$ cat src/rtl/coin_acceptor_if.sv
// Coin acceptor bus: raw coin lines, user/vend controls in; credit, pulses and refund out.
interface coin_acceptor_if #(
  parameter int unsigned N_COIN   = 4,
  parameter int unsigned CREDIT_W = 8
);
  logic [N_COIN-1:0]   coin_in;
  logic                cancel_btn;
  logic [CREDIT_W-1:0] price;
  logic                vend_done;
  logic [N_COIN-1:0]   coin_pulse;
  logic                coin_reject;
  logic [CREDIT_W-1:0] credit;
  logic                enough_payment;
  logic                o_cancel;
  logic                refund_valid;
  logic [CREDIT_W-1:0] refund_amount;

  modport master (
    output coin_in, cancel_btn, price, vend_done,
    input  coin_pulse, coin_reject, credit, enough_payment, o_cancel, refund_valid, refund_amount
  );

  modport slave (
    input  coin_in, cancel_btn, price, vend_done,
    output coin_pulse, coin_reject, credit, enough_payment, o_cancel, refund_valid, refund_amount
  );
endinterface

$ cat src/rtl/coin_acceptor_n.sv
// N-denomination coin acceptor: synchronises coin lines, accumulates credit, rejects and refunds.
// Optional input debounce is enabled by defining COIN_DEBOUNCE_EN.
module coin_acceptor_n #(
  parameter int unsigned                       N_COIN       = 4,
  parameter int unsigned                       CREDIT_W     = 8,
  parameter logic [N_COIN*CREDIT_W-1:0]        COIN_VALUES  = {8'd20, 8'd10, 8'd5, 8'd1},
  parameter int unsigned                       DEBOUNCE_CYC = 4
) (
  input  logic             clk,
  input  logic             i_rst,
  input  logic             m_rst,
  coin_acceptor_if.slave   bus
);

  localparam int unsigned SUM_W = CREDIT_W + 1;

  typedef enum logic [1:0] {
    WAIT_LOW = 2'd0,
    IDLE     = 2'd1,
    CANCEL   = 2'd2
  } state_t;

  if (DEBOUNCE_CYC == 0) begin : g_bad_debounce
    $error("coin_acceptor_n: DEBOUNCE_CYC must be at least 1");
  end

  state_t              state_q, state_d;
  logic [N_COIN-1:0]   sync1_q, cs_q;
  logic [1:0]          prime_q;
  logic [CREDIT_W-1:0] credit_q, credit_d;
  logic [CREDIT_W-1:0] refund_amt_q, refund_amt_d;
  logic [N_COIN-1:0]   pulse_q, pulse_d;
  logic                reject_q, reject_d;
  logic                refund_valid_q, refund_valid_d;
  logic                enough_q, enough_d;
  logic                cancel_q, cancel_d;
  logic                cwait_q, cwait_d;

  logic                rst_c;
  logic                any_c, one_c, lines_low_c, stable_c, vend_ok_c;
  logic [CREDIT_W-1:0] value_c;
  logic [SUM_W-1:0]    sum_c;

  assign rst_c = i_rst | m_rst;
  assign any_c = |cs_q;
  assign one_c = $onehot(cs_q);
  // Reset clears the synchroniser, so "all low" only counts once it holds post-reset samples.
  assign lines_low_c = ~any_c & prime_q[1];

  // Value of the asserted channel (only meaningful when exactly one line is high)
  always_comb begin : coin_value
    value_c = '0;
    for (int i = 0; i < int'(N_COIN); i++) begin
      if (cs_q[i]) value_c = value_c | COIN_VALUES[i*CREDIT_W +: CREDIT_W];
    end
  end

  assign sum_c     = SUM_W'(credit_q) + SUM_W'(value_c);
  assign vend_ok_c = (bus.price != '0) && (credit_q >= bus.price);

`ifdef COIN_DEBOUNCE_EN
  localparam int unsigned CNT_W = $clog2(DEBOUNCE_CYC) + 1;

  logic [N_COIN-1:0] cs_prev_q;
  logic [CNT_W-1:0]  stab_cnt_q;

  // Counts consecutive cycles the synchronised lines have held their value
  always_ff @(posedge clk) begin : debounce
    if (rst_c) begin
      cs_prev_q  <= '0;
      stab_cnt_q <= '0;
    end else begin
      cs_prev_q <= cs_q;
      if (cs_q != cs_prev_q)                             stab_cnt_q <= '0;
      else if (stab_cnt_q < CNT_W'(DEBOUNCE_CYC - 1))    stab_cnt_q <= stab_cnt_q + CNT_W'(1);
    end
  end

  assign stable_c = (cs_q == cs_prev_q) && (stab_cnt_q >= CNT_W'(DEBOUNCE_CYC - 1));
`else
  assign stable_c = 1'b1;
`endif

  always_comb begin : fsm_next
    state_d        = state_q;
    credit_d       = credit_q;
    refund_amt_d   = refund_amt_q;
    pulse_d        = '0;
    reject_d       = 1'b0;
    refund_valid_d = 1'b0;
    cwait_d        = cwait_q;
    enough_d       = vend_ok_c;

    case (state_q)
      WAIT_LOW: begin
        if (lines_low_c && stable_c) state_d = IDLE;
      end

      IDLE: begin
        if (bus.cancel_btn) begin
          refund_amt_d   = credit_q;
          refund_valid_d = 1'b1;
          credit_d       = '0;
          cwait_d        = 1'b0;
          state_d        = CANCEL;
        end else if (bus.vend_done) begin
          // A coin present now stays on the lines and is evaluated next cycle
          if (vend_ok_c) credit_d = credit_q - bus.price;
        end else if (any_c && stable_c) begin
          if (one_c && !enough_q && !sum_c[CREDIT_W]) begin
            credit_d = sum_c[CREDIT_W-1:0];
            pulse_d  = cs_q;
          end else begin
            reject_d = 1'b1;
          end
          state_d = WAIT_LOW;
        end
      end

      CANCEL: begin
        // Same one-event-per-insertion tracking as WAIT_LOW, but every coin is returned
        if (cwait_q) begin
          if (lines_low_c && stable_c) cwait_d = 1'b0;
        end else if (any_c && stable_c) begin
          reject_d = 1'b1;
          cwait_d  = 1'b1;
        end
      end

      default: state_d = WAIT_LOW;
    endcase

    cancel_d = (state_d == CANCEL);
  end

  always_ff @(posedge clk) begin : regs
    if (rst_c) begin
      state_q        <= WAIT_LOW;
      sync1_q        <= '0;
      cs_q           <= '0;
      prime_q        <= '0;
      credit_q       <= '0;
      refund_amt_q   <= '0;
      pulse_q        <= '0;
      reject_q       <= 1'b0;
      refund_valid_q <= 1'b0;
      enough_q       <= 1'b0;
      cancel_q       <= 1'b0;
      cwait_q        <= 1'b0;
    end else begin
      state_q        <= state_d;
      sync1_q        <= bus.coin_in;
      cs_q           <= sync1_q;
      prime_q        <= {prime_q[0], 1'b1};
      credit_q       <= credit_d;
      refund_amt_q   <= refund_amt_d;
      pulse_q        <= pulse_d;
      reject_q       <= reject_d;
      refund_valid_q <= refund_valid_d;
      enough_q       <= enough_d;
      cancel_q       <= cancel_d;
      cwait_q        <= cwait_d;
    end
  end

  assign bus.coin_pulse     = pulse_q;
  assign bus.coin_reject    = reject_q;
  assign bus.credit         = credit_q;
  assign bus.enough_payment = enough_q;
  assign bus.o_cancel       = cancel_q;
  assign bus.refund_valid   = refund_valid_q;
  assign bus.refund_amount  = refund_amt_q;

endmodule
$ cat src/flat_wrapper.sv
// flat-port wrapper written by rule: the top's interface ports become plain ports
module coin_acceptor_n_flat 
#(
  parameter int unsigned                       N_COIN       = 4,
  parameter int unsigned                       CREDIT_W     = 8,
  parameter logic [N_COIN*CREDIT_W-1:0]        COIN_VALUES  = {8'd20, 8'd10, 8'd5, 8'd1},
  parameter int unsigned                       DEBOUNCE_CYC = 4
)
  (clk, i_rst, m_rst, bus_coin_in, bus_cancel_btn, bus_price, bus_vend_done, bus_coin_pulse, bus_coin_reject, bus_credit, bus_enough_payment, bus_o_cancel, bus_refund_valid, bus_refund_amount);
  coin_acceptor_if #(.N_COIN(N_COIN), .CREDIT_W(CREDIT_W)) bus_i ();
  input  logic clk;
  input  logic i_rst;
  input  logic m_rst;
  input wire logic [$bits(bus_i.coin_in)-1:0] bus_coin_in;
  input wire logic [$bits(bus_i.cancel_btn)-1:0] bus_cancel_btn;
  input wire logic [$bits(bus_i.price)-1:0] bus_price;
  input wire logic [$bits(bus_i.vend_done)-1:0] bus_vend_done;
  output wire logic [$bits(bus_i.coin_pulse)-1:0] bus_coin_pulse;
  output wire logic [$bits(bus_i.coin_reject)-1:0] bus_coin_reject;
  output wire logic [$bits(bus_i.credit)-1:0] bus_credit;
  output wire logic [$bits(bus_i.enough_payment)-1:0] bus_enough_payment;
  output wire logic [$bits(bus_i.o_cancel)-1:0] bus_o_cancel;
  output wire logic [$bits(bus_i.refund_valid)-1:0] bus_refund_valid;
  output wire logic [$bits(bus_i.refund_amount)-1:0] bus_refund_amount;
  assign bus_i.coin_in = bus_coin_in;
  assign bus_i.cancel_btn = bus_cancel_btn;
  assign bus_i.price = bus_price;
  assign bus_i.vend_done = bus_vend_done;
  assign bus_coin_pulse = bus_i.coin_pulse;
  assign bus_coin_reject = bus_i.coin_reject;
  assign bus_credit = bus_i.credit;
  assign bus_enough_payment = bus_i.enough_payment;
  assign bus_o_cancel = bus_i.o_cancel;
  assign bus_refund_valid = bus_i.refund_valid;
  assign bus_refund_amount = bus_i.refund_amount;
  coin_acceptor_n #(.N_COIN(N_COIN), .CREDIT_W(CREDIT_W), .COIN_VALUES(COIN_VALUES), .DEBOUNCE_CYC(DEBOUNCE_CYC)) u_core (.clk(clk), .i_rst(i_rst), .m_rst(m_rst), .bus(bus_i));
endmodule
$ cat config.mk
export PLATFORM = sky130hd
export DESIGN_NAME = coin_acceptor_n_flat
export DESIGN_NICKNAME = d
export VERILOG_FILES = /design/src/rtl/coin_acceptor_if.sv /design/src/rtl/coin_acceptor_n.sv /design/src/flat_wrapper.sv
export SDC_FILE = /design/constraint.sdc
export NUM_CORES = 1
export LEC_CHECK = 0
export CORE_MARGIN = 2
export CORE_UTILIZATION = 45
export DETAILED_ROUTE_END_ITERATION = 10
export PLACE_DENSITY = 0.7
export SYNTH_ARGS = -nofsm -noshare
export SYNTH_HDL_FRONTEND = slang
export SYNTH_SLANG_ARGS = --single-unit
$ cat constraint.sdc
create_clock -name clk -period 3.4 [get_ports clk]
set_input_delay 0.51 -clock clk [delete_from_list [all_inputs] [get_ports clk]]
set_output_delay 0.51 -clock clk [all_outputs]
set_load 0.01 [all_outputs]
=== After elaboration in Yosys (flattened, before gate mapping) ===
Cells that the tools add are included.

* Bits of input ports: 17
* Bits in registers: 37
* Output and inout bits: 24

* Bitwise logic cells: 5
* Equal/unequal tests: 6
* Reductions and logical operators: 16
* Mux-type cells: 27
* Add/sub/neg operators: 5
* $lt $le $gt $ge: 1

{| class="wikitable"
|+ Operators with widths
! operator !! number
|-
| 8-bit 2-to-1 mux || 5
|-
| 1-bit 2-to-1 mux || 12
|-
| 8-bit by 8-bit adder with 9-bit output || 1
|-
| 8-bit greater-or-equal comparator || 1
|-
| 2-bit 2-to-1 mux || 4
|-
| 8-bit nonzero test || 1
|-
| 8-bit subtractor || 1
|-
| 2-bit one-hot mux with 3 select lines || 1
|-
| 3-bit nonzero test || 2
|-
| 6-bit OR reduction || 1
|-
| 5-bit 2-to-1 mux || 1
|-
| 1-bit by 1-bit adder with 2-bit output || 2
|-
| 2-bit == test, second input constant || 2
|-
| 4-bit 2-to-1 mux || 1
|-
| 1-bit one-hot mux with 2 select lines || 2
|-
| 2-bit AND reduction || 2
|-
| 4-bit AND reduction || 1
|-
| 4-bit OR reduction || 1
|-
| 3-bit adder || 1
|-
| 3-bit by 1-bit == test with 1-bit output, second input constant || 1
|-
| 1-bit logical AND || 3
|-
| 3-bit 2-to-1 mux || 1
|-
| 3-bit by 2-bit != test with 1-bit output, second input constant || 1
|-
| 1-bit inverter || 3
|-
| other kinds (8) || 9
|}

=== Depth between registers and ports, before layout ===
* Depth after elaboration: 12
* Mapped depth: 13
* Gate-level depth less buffers: 12

=== Worst setup path after synthesis ===
No wires, ideal clock.

* Path kind: register to register
* Start: register u_core.cs_q[2]
* End: register u_core.credit_q[6] (netlist: u_core.bus.credit[6])
* Slack: 0.308 ns
* Library setup time: 0.117 ns
* Period minus slack after synthesis: 3.092 ns
* Data arrival time: 2.974 ns
* Cell stages (with the launch flop): 11
* Cells stage by stage: dfxtp_1 > inv_1 > ha_1 > ha_1 > fa_1 > or4b_4 > or3_1 > o211a_1 > o22a_4 > buf_6 > a32o_2

* Longest elaborated chain between the ends: 7
* Elaborated cells on any way between the ends: 17
* Those cells by class: 3 x add/sub; 1 x eq/ne; 6 x mux; 7 x reduce/logical

{| class="wikitable"
|+ Ends and longest elaborated chain
! what !! RTL line !! text
|-
| from (decl) || coin_acceptor_n.sv:28 || <nowiki>logic [N_COIN-1:0] sync1_q, cs_q;</nowiki>
|-
| from (signal assigned) || coin_acceptor_n.sv:153 || <nowiki>cs_q <= sync1_q;</nowiki>
|-
| 4-bit 2-to-1 mux / 1-bit by 1-bit adder with 2-bit output (equally long branches) || coin_acceptor_n.sv:54, coin_acceptor_n.sv:46 ||
|-
| 5-bit 2-to-1 mux / 3-bit adder (equally long branches) || coin_acceptor_n.sv:54, coin_acceptor_n.sv:46 ||
|-
| 8-bit by 8-bit adder with 9-bit output / 3-bit by 1-bit == test with 1-bit output (equally long branches) || coin_acceptor_n.sv:58, coin_acceptor_n.sv:46 ||
|-
| 8-bit 2-to-1 mux, or another cell as far along || coin_acceptor_n.sv:110 || <nowiki>if (one_c && !enough_q && !sum_c[CREDIT_W]) begin</nowiki>
|-
| 8-bit 2-to-1 mux / 1-bit logical AND (equally long branches) || coin_acceptor_n.sv:109, coin_acceptor_n.sv:110 ||
|-
| 8-bit 2-to-1 mux / 3-bit nonzero test (equally long branches) || - ||
|-
| 8-bit 2-to-1 mux / 4-bit AND reduction (equally long branches) || - ||
|-
| to (signal assigned) || coin_acceptor_n.sv:155 || <nowiki>credit_q <= credit_d;</nowiki>
|-
| to (decl) || coin_acceptor_n.sv:30 || <nowiki>logic [CREDIT_W-1:0] credit_q, credit_d;</nowiki>
|}

Parallel ways exist; a longest one is shown, timed or not. The select of a mux whose other input is x is not followed.
A chain may end at the register's enable or synchronous reset.

=== Final worst setup path ===
* Start: register u_core.cs_q[2]
* End: register u_core.credit_q[4] (netlist: u_core.bus.credit[4])

Same word-level chain as after synthesis.

==> metrics <==
first-pass GRT wire length 8438 um; data arrival time of the worst path around 3.4 ns; Die X-Extent 74.08 um; setup violators final 0; vias per std cell 5.220; FFs w/ async S/R, synth 0%; Clock Latency Late Sink 0.29 ns; remaining antenna violation count after routing 0; Post-CTS Setup Inserts 0; initial DRC count 79; Routed WL per cell around 14 um; CTS tree built; Hold Vio Cnt, Final 0; FF-to-FF setup slack 0.21 ns; fin crit share 93.88%; Root Driver clkbuf_8; clk sink count 37; top-area cell type share of the netlist area 33.52%; first drt pass iteration count 4; worst r2r path cells 9; Power Dens Cells between 200 and 300 mW/mm^2; CP Cell Sequence inv_1 > ha_1 > ha_1 > fa_1 > or4b_4 > or3_1 > o211a_1 > o22a_4 > o41ai_1; CP top delay family adder cells; post-CTS sizing 0; Clock Skews roughly 0.008 ns; unique cell type count in the Yosys netlist 49; commonest non-fill, non-tap cell in the layout clkdlybuf4s50_1; initial antenna violation count 0; Max clock buf depth 2; Worst VDD drop 127.4 uV; Row Count 25; Fin Setup TNS 0 ns; Main synth FF type dfxtp_1; synth top area cells dfxtp_1, ha_1, nand2_1, and2_1, a21oi_1; Post-Syn Nets 303; routed wire length 5003 um; crit-path most repeated cell ha_1; Max stage delay on crit path between 0.5 and 0.6 ns; Die ar. 0.005487 sq mm; FF-to-FF End u_core.bus.credit[4]$_SDFFE_PN0P_; Post-DP HPWL 3816 um; Initial Util 46.78%; setup slack after placement 0.2218 ns; setup repair after global routing missed its margin no; min-delay worst type flop to flop; nature of the critical path startpoint flop; Post-synth EDFFs 0; most frequent cells in the layout clkdlybuf4s50_1, dfxtp_1, nand2_1, ha_1, inv_1; Area Growth Syn to Fin 24.52%; maxcap violations 0; synth warn 0; CTS buffer count 5; #FFs+latches synth 37; count of buffers from port buffering 40; vias 1,921; Post-route DRC 0; Max Slew Vio Count 0; max frequency between 0.3 and 0.4 GHz; Avg Cell Area, Syn around 8.5 sq um; critical path launch point u_core.cs_q[2]$_SDFF_PN0_; Syn Std Cell Area between 0.002 and 0.0025 sq mm; Clock Pin Slew Worst Setup and Hold Paths 0.07 ns; Remaining Overflow, GRT 0; layout net count 343; Synth Instances 260; leakage 0.001110 uW; max_slew headroom 66.43%; status finished clean; htree depth 2; Least-Margin Pin Slew 0.5005 ns; placed cell areas 0.002669 sq mm; finished layout cell area between 0.002 and 0.003 sq mm; Placed Cells 360; Critical Path End Type flop; Setup crit end u_core.bus.credit[4]$_SDFFE_PN0P_; Placer Congestion between 0.8 and 0.9; highest-delay cell along the critical path or4b_4; Stages on worst setup path 9; cts hold-fix bufs 0; vias in the first global route ~1,800; Core Region 0.004723 sq mm; largest net degree at the start of global routing 20; I/O pins 41; r2r startpoint u_core.cs_q[2]$_SDFF_PN0_; layout cells sized above 1 5.980%; chip height 74.08 um; CP required 3.59 ns; Seq/Total Area, Yosys 33.52%; leading area contributor after synthesis dfxtp_1; Total GRT Usage 19.92%; CP max FO 12; ANT cells 0; Period minus WS final around 3.2 ns; Buf/Inv on CP 1; Final WS setup roughly 0.21 ns; post-route non-filler standard cell count 368; Crit Path Category flop to flop
[layer usage]
metal	track usage [%]	share of wire, %	wire, um	up-vias
li1	-	-	-	990
met2	33.23	47	2359	48
met1	26.03	46	2303	876
met4	6.263	1.2	61	0
met3	3.930	5.6	279	7
met5	0	0	0	-
[through the flow]
step                      hold WS [ns]  power (uW)  utilization [%]
after floorplan                 0.4057       500.0                -
after CTS                       0.4310       820.2            58.25
after global routing            0.4508       844.8            58.25
after global placement          0.4122       530.5            56.50
final                           0.4291       818.6            58.25
after detailed placement        0.4143       531.3            56.50
[area by class of cell]
type	instances	area [sq um]
Clock buffer	6	72.57
Clock inverter	2	10.01
Fill cell	455	1972
Inverter	23	86.33
Multi-Input combinational cell	190	1335
Sequential cell	37	740.7
Tap cell	67	83.83
Timing Repair Buffer	43	422.9
[power by group]
group | leakage, uW | internal (uW) | total, uW | switching (uW)
combinational | 0.000766 | 39.6 | 82.8 | 43.1
clock | 0.0000450 | 142 | 297 | 155
sequential | 0.000299 | 437 | 439 | 1.85
[registers in the layout, indices dropped and copies added, names as in the netlist, 2 cells and up]
| register | cells |
|---|---|
| u_core.bus.credit | 8 |
| u_core.bus.refund_amount | 8 |
| u_core.bus.coin_pulse | 4 |
| u_core.cs_q | 4 |
| u_core.sync1_q | 4 |
| u_core.prime_q | 2 |
| u_core.state_q | 2 |
[synth_stat cells (all sizes together) (4+ instances only)]
cell type and instances:
dfxtp 37, nand2 32, ha 23, inv 22, a21oi 19, and2 16, o21ai 11, nor2 9
nand3 8, nor3 7, clkbuf 6, o21a 6, xor2 6, buf 4, nor4 4
[kinds of logic (layout without fill, tap and decap cells)]
group                    after synthesis  in the layout  share of synthesized area [%]
AND/OR/NAND/NOR                       90             90                          20.55
AO/OA/AOI/OAI                         63             63                          19.59
flip-flops                            37             37                          33.52
buffers and inverters                 33             74                          6.059
adder cells (fa/ha/maj)               26             26                          15.74
XOR/XNOR                               8              8                          3.171
multiplexers                           3              3                          1.359
[worst register-to-register path: cells and delay by family (launching register included)]
kind / cells / cell delay [ns]
DFF: 1 / 0.41
AOI/OAI and AO/OA: 3 / 0.78
and+or+nand+nor: 2 / 0.88
adders and majority gates: 3 / 0.92
buffers and inverters: 1 / 0.10
[worst min path at each step]
stage,startpoint,to,depth (start not counted)
after floorplan,u_core.sync1_q[0]$_SDFF_PN0_,u_core.cs_q[0]$_SDFF_PN0_,1
after CTS,u_core.prime_q[0]$_DFF_P_,u_core.prime_q[1]$_SDFF_PN0_,1
final,u_core.sync1_q[0]$_SDFF_PN0_,u_core.cs_q[0]$_SDFF_PN0_,1
after global routing,u_core.sync1_q[0]$_SDFF_PN0_,u_core.cs_q[0]$_SDFF_PN0_,1
after detailed placement,u_core.sync1_q[2]$_SDFF_PN0_,u_core.cs_q[2]$_SDFF_PN0_,1
after global placement,u_core.prime_q[0]$_DFF_P_,u_core.prime_q[1]$_SDFF_PN0_,1
No activity file was read; power rests on OpenSTA's default activity.
